==> src/rtl/afifo_pkg.sv <==
// Shared types and helpers for the async-FIFO write-side arbiter.
package afifo_pkg;

   localparam int unsigned STALL_CNT_W = 16;

   typedef enum logic {
      IDLE  = 1'b0,
      GRANT = 1'b1
   } arb_state_t;

   // Index width for n items, never narrower than one bit
   function automatic int unsigned clog2_min1(input int unsigned n);
      return (n < 2) ? 32'd1 : 32'($clog2(n));
   endfunction

endpackage

==> src/rtl/rr_pick.sv <==
// Combinational round-robin picker: first set request at or after ptr, wrapping at NREQ.
module rr_pick
   import afifo_pkg::*;
#(
   parameter int unsigned NREQ = 4
) (
   input  logic [NREQ-1:0]             req,
   input  logic [clog2_min1(NREQ)-1:0] ptr,
   output logic                        any,
   output logic [clog2_min1(NREQ)-1:0] idx
);

   localparam int unsigned IW = clog2_min1(NREQ);

   logic [IW-1:0] cand;
   logic          found;

   // Lowest offset from ptr wins; modulo keeps cand below NREQ for any NREQ
   always_comb begin
      any   = |req;
      idx   = '0;
      found = 1'b0;
      cand  = '0;
      for (int unsigned k = 0; k < NREQ; k++) begin
         cand = IW'((32'(ptr) + k) % NREQ);
         if (!found && req[cand]) begin
            found = 1'b1;
            idx   = cand;
         end
      end
   end

endmodule

==> src/rtl/afifo_wr_arb.sv <==
// Round-robin, burst-limited arbiter sharing one async-FIFO write port (wclk domain).
// Optional stall counter (stall_cnt/stall_clr ports) enabled by AFIFO_WR_ARB_STALL_CNT_EN.
module afifo_wr_arb
   import afifo_pkg::*;
#(
   parameter int unsigned DSIZE    = 8,
   parameter int unsigned ASIZE    = 4,
   parameter int unsigned NREQ     = 4,
   parameter int unsigned MAXBURST = 4
) (
   input  logic                        wclk,
   input  logic                        wrst_n,
   input  logic [NREQ-1:0]             req_valid,
   input  logic [NREQ*DSIZE-1:0]       req_data,
   output logic [NREQ-1:0]             req_ready,
   input  logic                        full,
   output logic                        wen,
   output logic [DSIZE-1:0]            wdata,
   output logic [clog2_min1(NREQ)-1:0] gnt_id,
   output logic                        busy
`ifdef AFIFO_WR_ARB_STALL_CNT_EN
   ,
   input  logic                        stall_clr,
   output logic [STALL_CNT_W-1:0]      stall_cnt
`endif
);

   localparam int unsigned IDW        = clog2_min1(NREQ);
   localparam int unsigned FIFO_DEPTH = 32'd1 << ASIZE;
   localparam int unsigned BURST_MAX  = (MAXBURST < FIFO_DEPTH) ? MAXBURST : FIFO_DEPTH;
   localparam int unsigned BCW        = $clog2(BURST_MAX + 1);

   arb_state_t     state_q, state_d;
   logic [IDW-1:0] rr_ptr_q, rr_ptr_d;
   logic [IDW-1:0] gnt_id_q, gnt_id_d;
   logic [BCW-1:0] burst_cnt_q, burst_cnt_d;

   logic           pick_any;
   logic [IDW-1:0] pick_idx;
   logic [IDW-1:0] gnt_next;
   logic           sel_valid;
   logic           xfer;
   logic           last_beat;

   rr_pick #(
      .NREQ (NREQ)
   ) u_rr_pick (
      .req (req_valid),
      .ptr (rr_ptr_q),
      .any (pick_any),
      .idx (pick_idx)
   );

   assign sel_valid = req_valid[gnt_id_q];
   assign xfer      = (state_q == GRANT) && sel_valid && !full;
   assign last_beat = (burst_cnt_q == BCW'(BURST_MAX - 1));
   assign gnt_next  = (gnt_id_q == IDW'(NREQ - 1)) ? '0 : gnt_id_q + IDW'(1);

   // Next-state and write-port decode; full stalls hold the grant and the count
   always_comb begin
      state_d     = state_q;
      rr_ptr_d    = rr_ptr_q;
      gnt_id_d    = gnt_id_q;
      burst_cnt_d = burst_cnt_q;
      req_ready   = '0;
      wen         = 1'b0;
      wdata       = '0;

      case (state_q)
         IDLE: begin
            if (pick_any) begin
               gnt_id_d    = pick_idx;
               burst_cnt_d = '0;
               state_d     = GRANT;
            end
         end

         GRANT: begin
            req_ready[gnt_id_q] = ~full;
            wen                 = xfer;
            for (int unsigned i = 0; i < NREQ; i++) begin
               if (gnt_id_q == IDW'(i)) begin
                  wdata = req_data[i*DSIZE +: DSIZE];
               end
            end
            if (xfer) begin
               burst_cnt_d = burst_cnt_q + BCW'(1);
            end
            if (!sel_valid || (xfer && last_beat)) begin
               state_d  = IDLE;
               rr_ptr_d = gnt_next;
            end
         end

         default: state_d = IDLE;
      endcase
   end

   always_ff @(posedge wclk or negedge wrst_n) begin
      if (!wrst_n) begin
         state_q     <= IDLE;
         rr_ptr_q    <= '0;
         gnt_id_q    <= '0;
         burst_cnt_q <= '0;
      end else begin
         state_q     <= state_d;
         rr_ptr_q    <= rr_ptr_d;
         gnt_id_q    <= gnt_id_d;
         burst_cnt_q <= burst_cnt_d;
      end
   end

   assign gnt_id = gnt_id_q;
   assign busy   = (state_q == GRANT);

`ifdef AFIFO_WR_ARB_STALL_CNT_EN
   logic [STALL_CNT_W-1:0] stall_cnt_q, stall_cnt_d;

   // Counts cycles the holder is blocked by full; clear beats increment
   always_comb begin
      stall_cnt_d = stall_cnt_q;
      if (stall_clr) begin
         stall_cnt_d = '0;
      end else if ((state_q == GRANT) && sel_valid && full && (stall_cnt_q != '1)) begin
         stall_cnt_d = stall_cnt_q + STALL_CNT_W'(1);
      end
   end

   always_ff @(posedge wclk or negedge wrst_n) begin
      if (!wrst_n) begin
         stall_cnt_q <= '0;
      end else begin
         stall_cnt_q <= stall_cnt_d;
      end
   end

   assign stall_cnt = stall_cnt_q;
`endif

endmodule

==> config.mk <==
export PLATFORM = sky130hd
export DESIGN_NAME = afifo_wr_arb
export DESIGN_NICKNAME = d
export VERILOG_FILES = /design/src/rtl/afifo_pkg.sv /design/src/rtl/rr_pick.sv /design/src/rtl/afifo_wr_arb.sv
export SDC_FILE = /design/constraint.sdc
export NUM_CORES = 1
export LEC_CHECK = 0
export ABC_AREA = 1
export CAP_MARGIN = 20
export CORE_MARGIN = 5
export CORE_UTILIZATION = 45
export CTS_CLUSTER_DIAMETER = 200
export DETAILED_ROUTE_END_ITERATION = 12
export DONT_BUFFER_PORTS = 1
export MAX_ROUTING_LAYER = met4
export SYNTH_ARGS = -nofsm -noshare
export SYNTH_HDL_FRONTEND = slang
export SYNTH_HIERARCHICAL = 1
export SYNTH_SLANG_ARGS = --single-unit
==> constraint.sdc <==
create_clock -name wclk -period 4.3 [get_ports wclk]
set_input_delay 0.86 -clock wclk [delete_from_list [all_inputs] [get_ports wclk]]
set_output_delay 0.86 -clock wclk [all_outputs]
set_load 0.05 [all_outputs]
# == Yosys cells after proc, flatten, opt, wreduce, memory -nomap -nowiden ==
# Cells that the tools add are included.
# totals
in_bits,39
ff_bits,8
output_inout_bits,16
elab_cells,75
# op_classes
magnitude_cmp,6
n_reduce_logical,18
add_sub_neg,5
muxes,33
n_eq_ne,6
bitwise_logic,3
# ops
operator,n
$mux 8,5
$lt 2x3->1 const B,5
$mux 1,12
$bmux 1 s2,5
$mux 2,5
$logic_and 1x1->1,7
$mux 3,2
$pmux 3 s2,1
$reduce_and 2->1,3
$logic_not 1->1,5
$add 2x1->2 const B,2
$add 2x2->2 const B,2
$and 4x4->4,1
$eq 2x2->1 const B,2
$mux 4,1
$reduce_or 4->1,1
$add 3x1->3 const B,1
$eq 3x2->1 const B,1
$demux 1 s2,1
$eq 2x1->1 const B,1
$ge 2x1->1 const B,1
$logic_not 2->1,1
$ne 2x1->1 const B,1
$ne 2x2->1 const B,1
3 further kinds,4

# == Longest topological paths before layout ==
# logic_depth
depth_word,12
depth_mapped,13
depth_no_buf,12

# == By module ==
# Netlist, hierarchy kept.
# by_module_without_submodules
module,area_each_um2,seq_area_each_um2,cells_each,n_inst
afifo_wr_arb,762.0,200.2,117,1
rr_pick,242.7,0.0,49,1

# == Worst setup path before layout ==
# Ideal clock, no wire load.
# synth_timing
kind,reg-to-output
start,"register gnt_id_q[1], in the netlist gnt_id[1]"
end,output wdata[0]
stages_incl_launch_ff,9
n_path_buf,1
arrival_time_ps,2236
setup_slack_ps,1204
required_ps,3440
cell_sequence,dfrtp_1 inv_1 ha_1 buf_4 inv_4 nand3_1 nand2_1 o21ai_1 a21oi_1
# synth_via
elab_chain_len,6
elab_cells_between_ends,9
cone_classes,eq/ne (3); mux (5); reduce/logical (1)
# synth_lines
item,line_no,text
from (decl),afifo_wr_arb.sv:35,"logic [IDW-1:0] gnt_id_q, gnt_id_d;"
from (signal assigned),afifo_wr_arb.sv:108,gnt_id_q <= gnt_id_d;
$logic_not 2->1,afifo_wr_arb.sv:82,if (gnt_id_q == IDW'(i)) begin
$mux 8 (3 in a row),afifo_wr_arb.sv:82,
$mux 8 *,afifo_wr_arb.sv:82,
$mux 8 *,afifo_wr_arb.sv:69,case (state_q)
to (decl),afifo_wr_arb.sv:18,"output logic [DSIZE-1:0] wdata,"
# Mark *: on every way between the ends. The rest lies on a longest branch, timed or not.

# == Worst setup path after layout ==
# layout_timing
start,"register gnt_id_q[1], in the netlist gnt_id[1]"
end,output wdata[1]
# Same word-level chain as after synthesis.

==> metrics.md <==
| Metric | Value |
|---|---|
| Endpoints failing setup | 0 |
| Max_cap viols | 0 |
| DR WL/cell | about 14 µm |
| Outcome | finished clean |
| Min-Delay Path Class | input pin to async pin |
| Max Clk Rate | between 0.3 and 0.4 GHz |
| Worst R2R End | burst_cnt_q[1]$_DFFE_PN0P_ |
| DR iter-0 viols | 87 |
| Share of post-route cells with drive strength above 1 | 0.187 |
| Unique masters post-synth | 23 |
| CP Max Fanout | 9 |
| GRT overflow | 0 |
| Die Y | about 57 µm |
| RSZ-0062 raised after global routing | no |
| FF-to-FF Start | busy$_DFF_PN0_ |
| Crit path launch type | register |
| CP Capture Type | primary output |
| Cells after DPL | 196 |
| Synth Net Count | between 200 and 250 |
| Routed Antenna Nets | 0 |
| PostCTS Resize Cnt | 0 |
| Final Hold Viols | 0 |
| Rel. slew slack | 0.376 |
| Worst Tran Pin Value | 0.933 ns |
| Period utilization | 0.736 |
| Final-report max-slew violation count | 0 |
| Post-synthesis sequential area ratio | 0.199 |
| Filler cells | roughly 250 |
| Antenna Cells | 0 |
| Post-Layout Cell Count | 199 |
| Clk pin slew, worst setup/hold paths | 0.05 ns |
| Most common cell after layout, fill and taps aside | nand2_1 |
| Register area | about 200 µm² |
| Worst reg-to-reg path cell count | 6 |
| Clk root buf | clkbuf_4 |
| Area delta synth->final | 7.97% |
| Vias in the first global route | 1014 |
| Detailed placement HPWL | 2310 µm |
| Req. time, crit path | between 3 and 4 ns |
| DRT Pass-1 Iters | 4 |
| Largest net degree at the start of global routing | 18 |
| DRC Markers | 0 |
| Critical path, cell by cell | inv_1 > ha_1 > inv_4 > nand3_1 > nand2_1 > o21ai_1 > a21oi_1 > buf_4 |
| Max stage delay on crit path | 0.71 ns |
| Clock sinks | 8 |
| Area of the die | between 0.003 and 0.004 mm² |
| Worst Clk Skew | 0.000936 ns |
| Multi-input gate area | 699 µm² |
| Initial antenna violation count | 0 |
| Post-synth ARST share | 1.00 |
| Drt via density | 5.47 |
| Final setup TNS | 0 ns |
| Detailed-route via count | 1088 |
| Post-synth EDFFs | 0 |
| Register bit total from synthesis | 8 |
| Main synth FF type | dfrtp_1 |
| Crit Path Class | register to primary output |
| Cell area after synthesis | 0.00100 mm² |
| Post-CTS Setup Bufs | 0 |
| Most frequent cells in the layout | 51 x nand2_1, 18 x a21oi_1, 18 x nand3_1 |
| CTS tree | built |
| Avg Cell Area, Syn | 6.05 µm² |
| Core Region | 0.00217 mm² |
| Gr usage total | 0.169 |
| Hold_buf cts | 0 |
| R2R setup slack | 2.49 ns |
| CP max-delay cell | dfrtp_1 |
| Final WL | 2780 µm |
| Die width | 57.3 µm |
| Initial Utilization | 0.463 |
| Yosys warning count | 6 |
| Total CTS buffers | 3 |
| Minimum clock period | 3.17 ns |
| CP arrival | 2.31 ns |
| PortBufs | 0 |
| # rows | 17 |
| First-pass GRT wire length | 4350 µm |
| Clock Tree Buf Depth | 2 |
| Worst-Skew Late Latency | between 0.2 and 0.3 ns |
| CTS HTree Levels | 1 |
| Layout Nets | 218 |
| Ports | 55 |
| Gate Count Post-Synth | 166 |
| RePlAce Congestion | 0.963 |
==> worst max-delay path: cells and delay by family (launching register included) <==
family / cells / cell delay [ns]
buf+inv: 3 / 0.58
flops: 1 / 0.71
simple gates: 2 / 0.18
fa+ha+maj: 1 / 0.37
compound gates: 2 / 0.22
==> cell type report <==
| type | instances | share of cell area |
|---|---|---|
| Inverter | 16 | 0.0623 |
| Timing Repair Buffer | 8 | 0.0554 |
| Tap cell | 28 | 0.0323 |
| Clock buffer | 3 | 0.0208 |
| Sequential cell | 8 | 0.185 |
| Multi-Input combinational cell | 136 | 0.645 |
==> cell usage after synthesis (3+ instances only) <==
cell type	count	area share
a21oi_1	18	0.090
buf_2	3	0.015
dfrtp_1	8	0.20
ha_1	6	0.075
inv_1	9	0.034
inv_2	5	0.019
nand2_1	51	0.19
nand2_2	7	0.044
nand3_1	18	0.090
nand3_2	4	0.040
nor2_1	8	0.030
o21ai_0	7	0.035
o21ai_1	12	0.060
==> flip-flops by register name, summed over array words and instances (netlist names) <==
register	count
burst_cnt_q	3
busy	1
rr_ptr_q	2
gnt_id	2
==> worst max path at each step <==
stage,startpoint,endpoint,depth (start not counted)
final,gnt_id[1]$_DFFE_PN0P_,wdata[1],8
after global routing,gnt_id[1]$_DFFE_PN0P_,wdata[4],8
after CTS,gnt_id[1]$_DFFE_PN0P_,req_ready[1],4
after detailed placement,gnt_id[1]$_DFFE_PN0P_,req_ready[1],4
after global placement,gnt_id[0]$_DFFE_PN0P_,req_ready[1],3
after floorplan,gnt_id[1]$_DFFE_PN0P_,wdata[0],8
==> cells by family after synthesis <==
family          Yosys count  share of synthesized area
compound gates           37                      0.184
fa+ha+maj                 6                     0.0747
buf+inv                  22                      0.105
flops                     8                      0.199
simple gates             93                      0.437
==> per-layer routing <==
metal	part of all wire	up-vias	wire, µm	GRT usage
met5	0	-	0	-
met4	0.018	0	51	0.0695
met3	0.090	6	251	0.0566
met2	0.49	41	1370	0.302
met1	0.40	483	1110	0.167
li1	-	558	-	-
==> through the flow <==
step           hold WS [ns]  area (µm²)   util  worst slack, ns
2_1_floorplan         0.464        1000      -             1.20
3_3_place_gp          0.483        1060  0.490             1.46
3_5_place_dp          0.498        1060  0.490             1.40
4_1_cts               0.294        1080  0.500             1.12
5_1_grt               0.280        1080  0.500            0.944
6_report              0.306        1080  0.500             1.13
Power is not shown: default switching activity piles up to over one toggle a cycle in this logic, so the estimate is an artifact.
